**config.mk**
```make
export PLATFORM = sky130hd
export DESIGN_NAME = instr_encoder
export DESIGN_NICKNAME = d
export VERILOG_FILES = /design/src/rtl/instr_encoder.sv
export SDC_FILE = /design/constraint.sdc
export NUM_CORES = 1
export LEC_CHECK = 0
export BUFFER_PORTS_ARGS = -buffer_cell sky130_fd_sc_hd__buf_4
export CORE_MARGIN = 2
export CORE_UTILIZATION = 46
export DETAILED_ROUTE_END_ITERATION = 8
export PLACE_DENSITY_LB_ADDON = 0.25
export SLEW_MARGIN = 20
export SYNTH_ARGS = -nofsm -noshare
export SYNTH_HDL_FRONTEND = slang
export SYNTH_SLANG_ARGS = --single-unit
```
**constraint.sdc**
```tcl
create_clock -name clk -period 2.2 [get_ports clk]
set_input_delay 0.22 -clock clk [delete_from_list [all_inputs] [get_ports clk]]
set_output_delay 0.22 -clock clk [all_outputs]
set_load 0.1 [all_outputs]
```
**src/rtl/instr_encoder.sv**
```systemverilog
// Packs decoded instruction field tuples into 32-bit words and streams them
// into instruction memory through a registered write port.
module instr_encoder #(
  parameter int ADDR_W = 8
) (
  input  logic              clk,
  input  logic              rst_n,
  input  logic              start,
  input  logic [ADDR_W-1:0] base_addr,
  input  logic [ADDR_W-1:0] num_instr,
  input  logic              in_valid,
  output logic              in_ready,
  input  logic              in_I,
  input  logic              in_S,
  input  logic [5:0]        in_opcode,
  input  logic [3:0]        in_rn,
  input  logic [3:0]        in_rd,
  input  logic [3:0]        in_rm,
  input  logic              in_shift,
  input  logic [4:0]        in_shift_imm,
  input  logic [15:0]       in_imm,
  output logic              wr_en,
  output logic [ADDR_W-1:0] wr_addr,
  output logic [31:0]       wr_data,
  output logic              busy,
  output logic              done,
  output logic              err,
  output logic [ADDR_W-1:0] err_count,
  output logic [ADDR_W-1:0] written_count
);

  localparam logic [ADDR_W-1:0] ONE = {{(ADDR_W-1){1'b0}}, 1'b1};

  typedef enum logic [1:0] {IDLE, LOAD, DRAIN, DONE} state_t;

  state_t            state_reg, state_next;
  logic [ADDR_W-1:0] addr_reg;
  logic [ADDR_W-1:0] remaining_reg;
  logic [ADDR_W-1:0] err_count_reg;
  logic [ADDR_W-1:0] written_count_reg;
  logic [ADDR_W-1:0] wr_addr_reg;
  logic [31:0]       wr_data_reg;
  logic              wr_en_reg;
  logic              err_reg;

  logic        transfer;
  logic        illegal;
  logic [31:0] packed_word;

  always_comb begin
    packed_word        = '0;
    packed_word[31]    = in_I;
    packed_word[30]    = in_S;
    packed_word[29:24] = in_opcode;
    packed_word[23:20] = in_rn;
    if (in_opcode[5:4] == 2'b00) packed_word[19:16] = in_rd;
    if (in_I) packed_word[15:0] = in_imm;
    else      packed_word[15:0] = {in_shift, in_shift_imm, 6'b000000, in_rm};
  end

  // Non-ALU ops reuse the rd field for rn, and memory ops cannot set flags.
  assign illegal = ((in_opcode[5:4] != 2'b00) && (in_rd != in_rn)) ||
                   ((in_opcode[5:4] == 2'b11) && in_S);

  assign transfer = in_valid && in_ready;

  always_ff @(posedge clk or negedge rst_n) begin
    if (!rst_n) state_reg <= IDLE;
    else        state_reg <= state_next;
  end

  always_comb begin
    state_next = state_reg;
    in_ready   = 1'b0;
    busy       = 1'b0;
    done       = 1'b0;
    case (state_reg)
      IDLE: begin
        if (start) state_next = (num_instr != '0) ? LOAD : DONE;
      end
      LOAD: begin
        busy     = 1'b1;
        in_ready = (remaining_reg != '0);
        if (remaining_reg == '0 || (transfer && remaining_reg == ONE))
          state_next = DRAIN;
      end
      DRAIN: begin
        busy       = 1'b1;
        state_next = DONE;
      end
      DONE: begin
        done       = 1'b1;
        state_next = IDLE;
      end
      default: state_next = IDLE;
    endcase
  end

  always_ff @(posedge clk or negedge rst_n) begin
    if (!rst_n) begin
      addr_reg          <= '0;
      remaining_reg     <= '0;
      err_count_reg     <= '0;
      written_count_reg <= '0;
      wr_addr_reg       <= '0;
      wr_data_reg       <= '0;
      wr_en_reg         <= 1'b0;
      err_reg           <= 1'b0;
    end else begin
      wr_en_reg <= 1'b0;
      if (wr_en_reg) written_count_reg <= written_count_reg + ONE;
      if (state_reg == IDLE && start) begin
        addr_reg          <= base_addr;
        remaining_reg     <= num_instr;
        err_reg           <= 1'b0;
        err_count_reg     <= '0;
        written_count_reg <= '0;
      end
      if (transfer) begin
        remaining_reg <= remaining_reg - ONE;
        if (illegal) begin
          err_reg       <= 1'b1;
          err_count_reg <= err_count_reg + ONE;
        end else begin
          wr_en_reg   <= 1'b1;
          wr_addr_reg <= addr_reg;
          wr_data_reg <= packed_word;
          addr_reg    <= addr_reg + ONE;
        end
      end
    end
  end

  assign wr_en         = wr_en_reg;
  assign wr_addr       = wr_addr_reg;
  assign wr_data       = wr_data_reg;
  assign err           = err_reg;
  assign err_count     = err_count_reg;
  assign written_count = written_count_reg;

endmodule

```
==> results.md <==
- CTS tree: built
- Fin cells: 638
- CP Max Fanout: 4
- Largest delay share family, worst path: buffers and inverters
- Routed WL per cell: 14.3 um
- Largest family of logic cells by synthesized area: simple AND/OR/NAND/NOR gates
- Clock Sinks: 76
- Synth cell types: 45
- Yosys top cell by area: dfrtp_1
- Post-synthesis net count: 471
- Synthesis-to-layout area growth: 36.7%
- Clk slew on worst S/H paths: 90 ps
- DPL Wire Length: 6610 um
- Tightest Pin Transition: 483 ps
- Max-slew violations: 0
- Commonest non-fill, non-tap cells in the layout: 135 x buf_4, 125 x nand2_1, 74 x dfrtp_1, 22 x o21ai_0, 14 x nor2_1
- Async S/R FF share, synth: 100%
- Most common cell after layout, fill and taps aside: buf_4
- Buffering stage count on the worst path with inverters included: 3
- Yosys top cell area share: 51.9%
- Largest net degree at the start of global routing: 47
- 1st-iter DRT viols: 114
- Die width: 93.3 um
- I/O Buffers: 122
- Via count: 3,316
- Yosys warns: 0
- Vias in the first global route: 3,177
- Post-placement cell count: 617
- CP cell instances: inv_1 -> ha_4 -> or3b_4 -> buf_4 -> o21a_1 -> buf_6
- Seq. cell area: 1900 um2
- Crit path kind: reg -> out
- Synth Instances: 399
- Total congestion overflow: 0
- Mean number of vias per cell: 5.20
- Utilization after layout: 64.9%
- Drc violations: 0
- H-tree levels: 3
- Compound-cell area share of the yosys netlist: 11.1%
- Worst EP required: 1980 ps
- Core area: 7730 um2
- Min cycle time layout: 2140 ps
- Routability congestion estimate: 0.915
- Floorplan row count: 32
- FF+latch count, synth: 76
- CP max stage delay: 400 ps
- Worst path slowest cell: or3b_4
- Dominant synthesized flop cell: dfrtp_1
- Clock Latency Late Sink: 340 ps
- Initial Utilization: 47.5%
- Crit path DAT: 1920 ps
- CTS Buf Count: 9
- Clock buffer depth: 2
- Ant. Diodes: 0
- Adder-cell share of the synthesized area: 3.41%
- Global-route wire length before repair: 14,800 um
- Sequential area share after synthesis: 51.9%
- Fillcell total: 666
- Multiplexer share of the synthesized area: 3.62%
- Worst hold path class: in -> reg
- Setup TNS: 0 ps
- Critical path endpoint category: output pin
- Routed WL: 9150 um
- Final Hold Fails: 0
- Worst clock skew: 13.4 ps
- Root Buffer: clkbuf_8
- EDFF count, synth: 0
- Leading cell types by total area after synthesis: dfrtp_1 52%, nand2_1 13%, ha_1 3.4%
- Total of max-cap violations: 0
- Antenna Nets Post-Route: 0
- Slew margin rel.: 67.7%
- Die Area: 8700 um2
- Nets: 603
- F_max: 0.468 GHz
- Max reg flops: 32
- Avg Inst Size Synth: 9.19 um2
- Synth Area in XOR/XNOR: 2.63%
- Boundary Pins: 123
- Antenna violations before repair: 0
- Mapped cell area: 3670 um2
- Final setup viols: 0
- Die Y: 93.3 um
- CP startpoint kind: register
- Status: finished clean
- First drt pass iteration count: 4
- Multi-input logic area: 1690 um2
- Simple-gate share of the synthesized area: 24.5%
- Fin crit share: 97.2%
- GRT Util Overall: 21.3%
- Ratio of cells with drive above 1 in the final layout: 32.3%
-- per-stage QoR --
stage,setup slack [ps],cell area [um2],hold slack [ps]
after floorplan,27.2,3670,-75.6
after global placement,-3.03,4740,190
after detailed placement,-40.6,4740,197
after CTS,0.0153,4980,66.3
after global routing,-50.6,5010,80.9
final,61.3,5010,81.4
-- timing repair --
action	in CTS	in global routing
setup buffers	3	1
pin swaps	0	1
endpoints found under the setup margin	15	21
hold buffers	1	0
resized for setup	5	6
gates cloned	0	0
endpoints found under the hold margin	30	0
-- synth_stat cells (all sizes together) (3+ instances only) --
cell type,instances
a211o,5
nand2b,3
and3,11
clkbuf,8
nand4,4
nor3b,3
or3,5
xor2,6
nor2,15
a211oi,3
nand2,125
xnor2,5
a21oi,14
ha,10
nand3,14
nor3,11
or2,3
mux2i,11
buf,10
dfrtp,76
o211ai,3
o21ai,24
inv,7
-- area by class of cell --
class                   count  area share [%]
clock buffers              10            2.74
flip-flops and latches     76            38.0
multi-input cells         298            33.7
inverters                   7           0.574
clock inverters             6            1.22
repair buffers            139            21.3
well taps                 102            2.54
-- kinds of logic after synthesis --
kind of cell	after synthesis
AO/OA/AOI/OAI	63
XOR/XNOR	11
adder cells (fa/ha/maj)	10
buffers and inverters	25
flip-flops	76
multiplexers	13
AND/OR/NAND/NOR	201
-- worst register-to-register path: cells and delay by family (launching register included) --
kind            cells  cell delay (ps)
buf+inv             2              170
fa+ha+maj           1              150
flops               1              390
compound gates      1              280
simple gates        4             1020
-- path summary, 6_finish.rpt --
kind | startpoint | to | slack (ps) | cells past startpoint
setup reg to reg | remaining_reg[0] | addr_reg[6] | 70 | 8
max in group asynchronous | rst_n | wr_data[0] | 1240 | 3
hold reg to reg | wr_data[7] | wr_data[7] | 470 | 2
setup / recovery | remaining_reg[0] | in_ready | 60 | 6
hold / removal | in_opcode[1] | wr_data[25] | 80 | 3
min in group asynchronous | rst_n | written_count[7] | 360 | 2
-- per-layer routing --
layer / wire length, um / vias to the layer above / track usage, %
met2: 4640 / 104 / 35.3
met5: 0 / - / 0
li1: - / 1620 / -
met4: 49 / 0 / 6.62
met1: 4000 / 1588 / 28.7
met3: 450 / 4 / 3.71
Power is left out: the tool's default activity adds up to more than one toggle a clock period on the data nets, which glitch-free logic cannot reach.
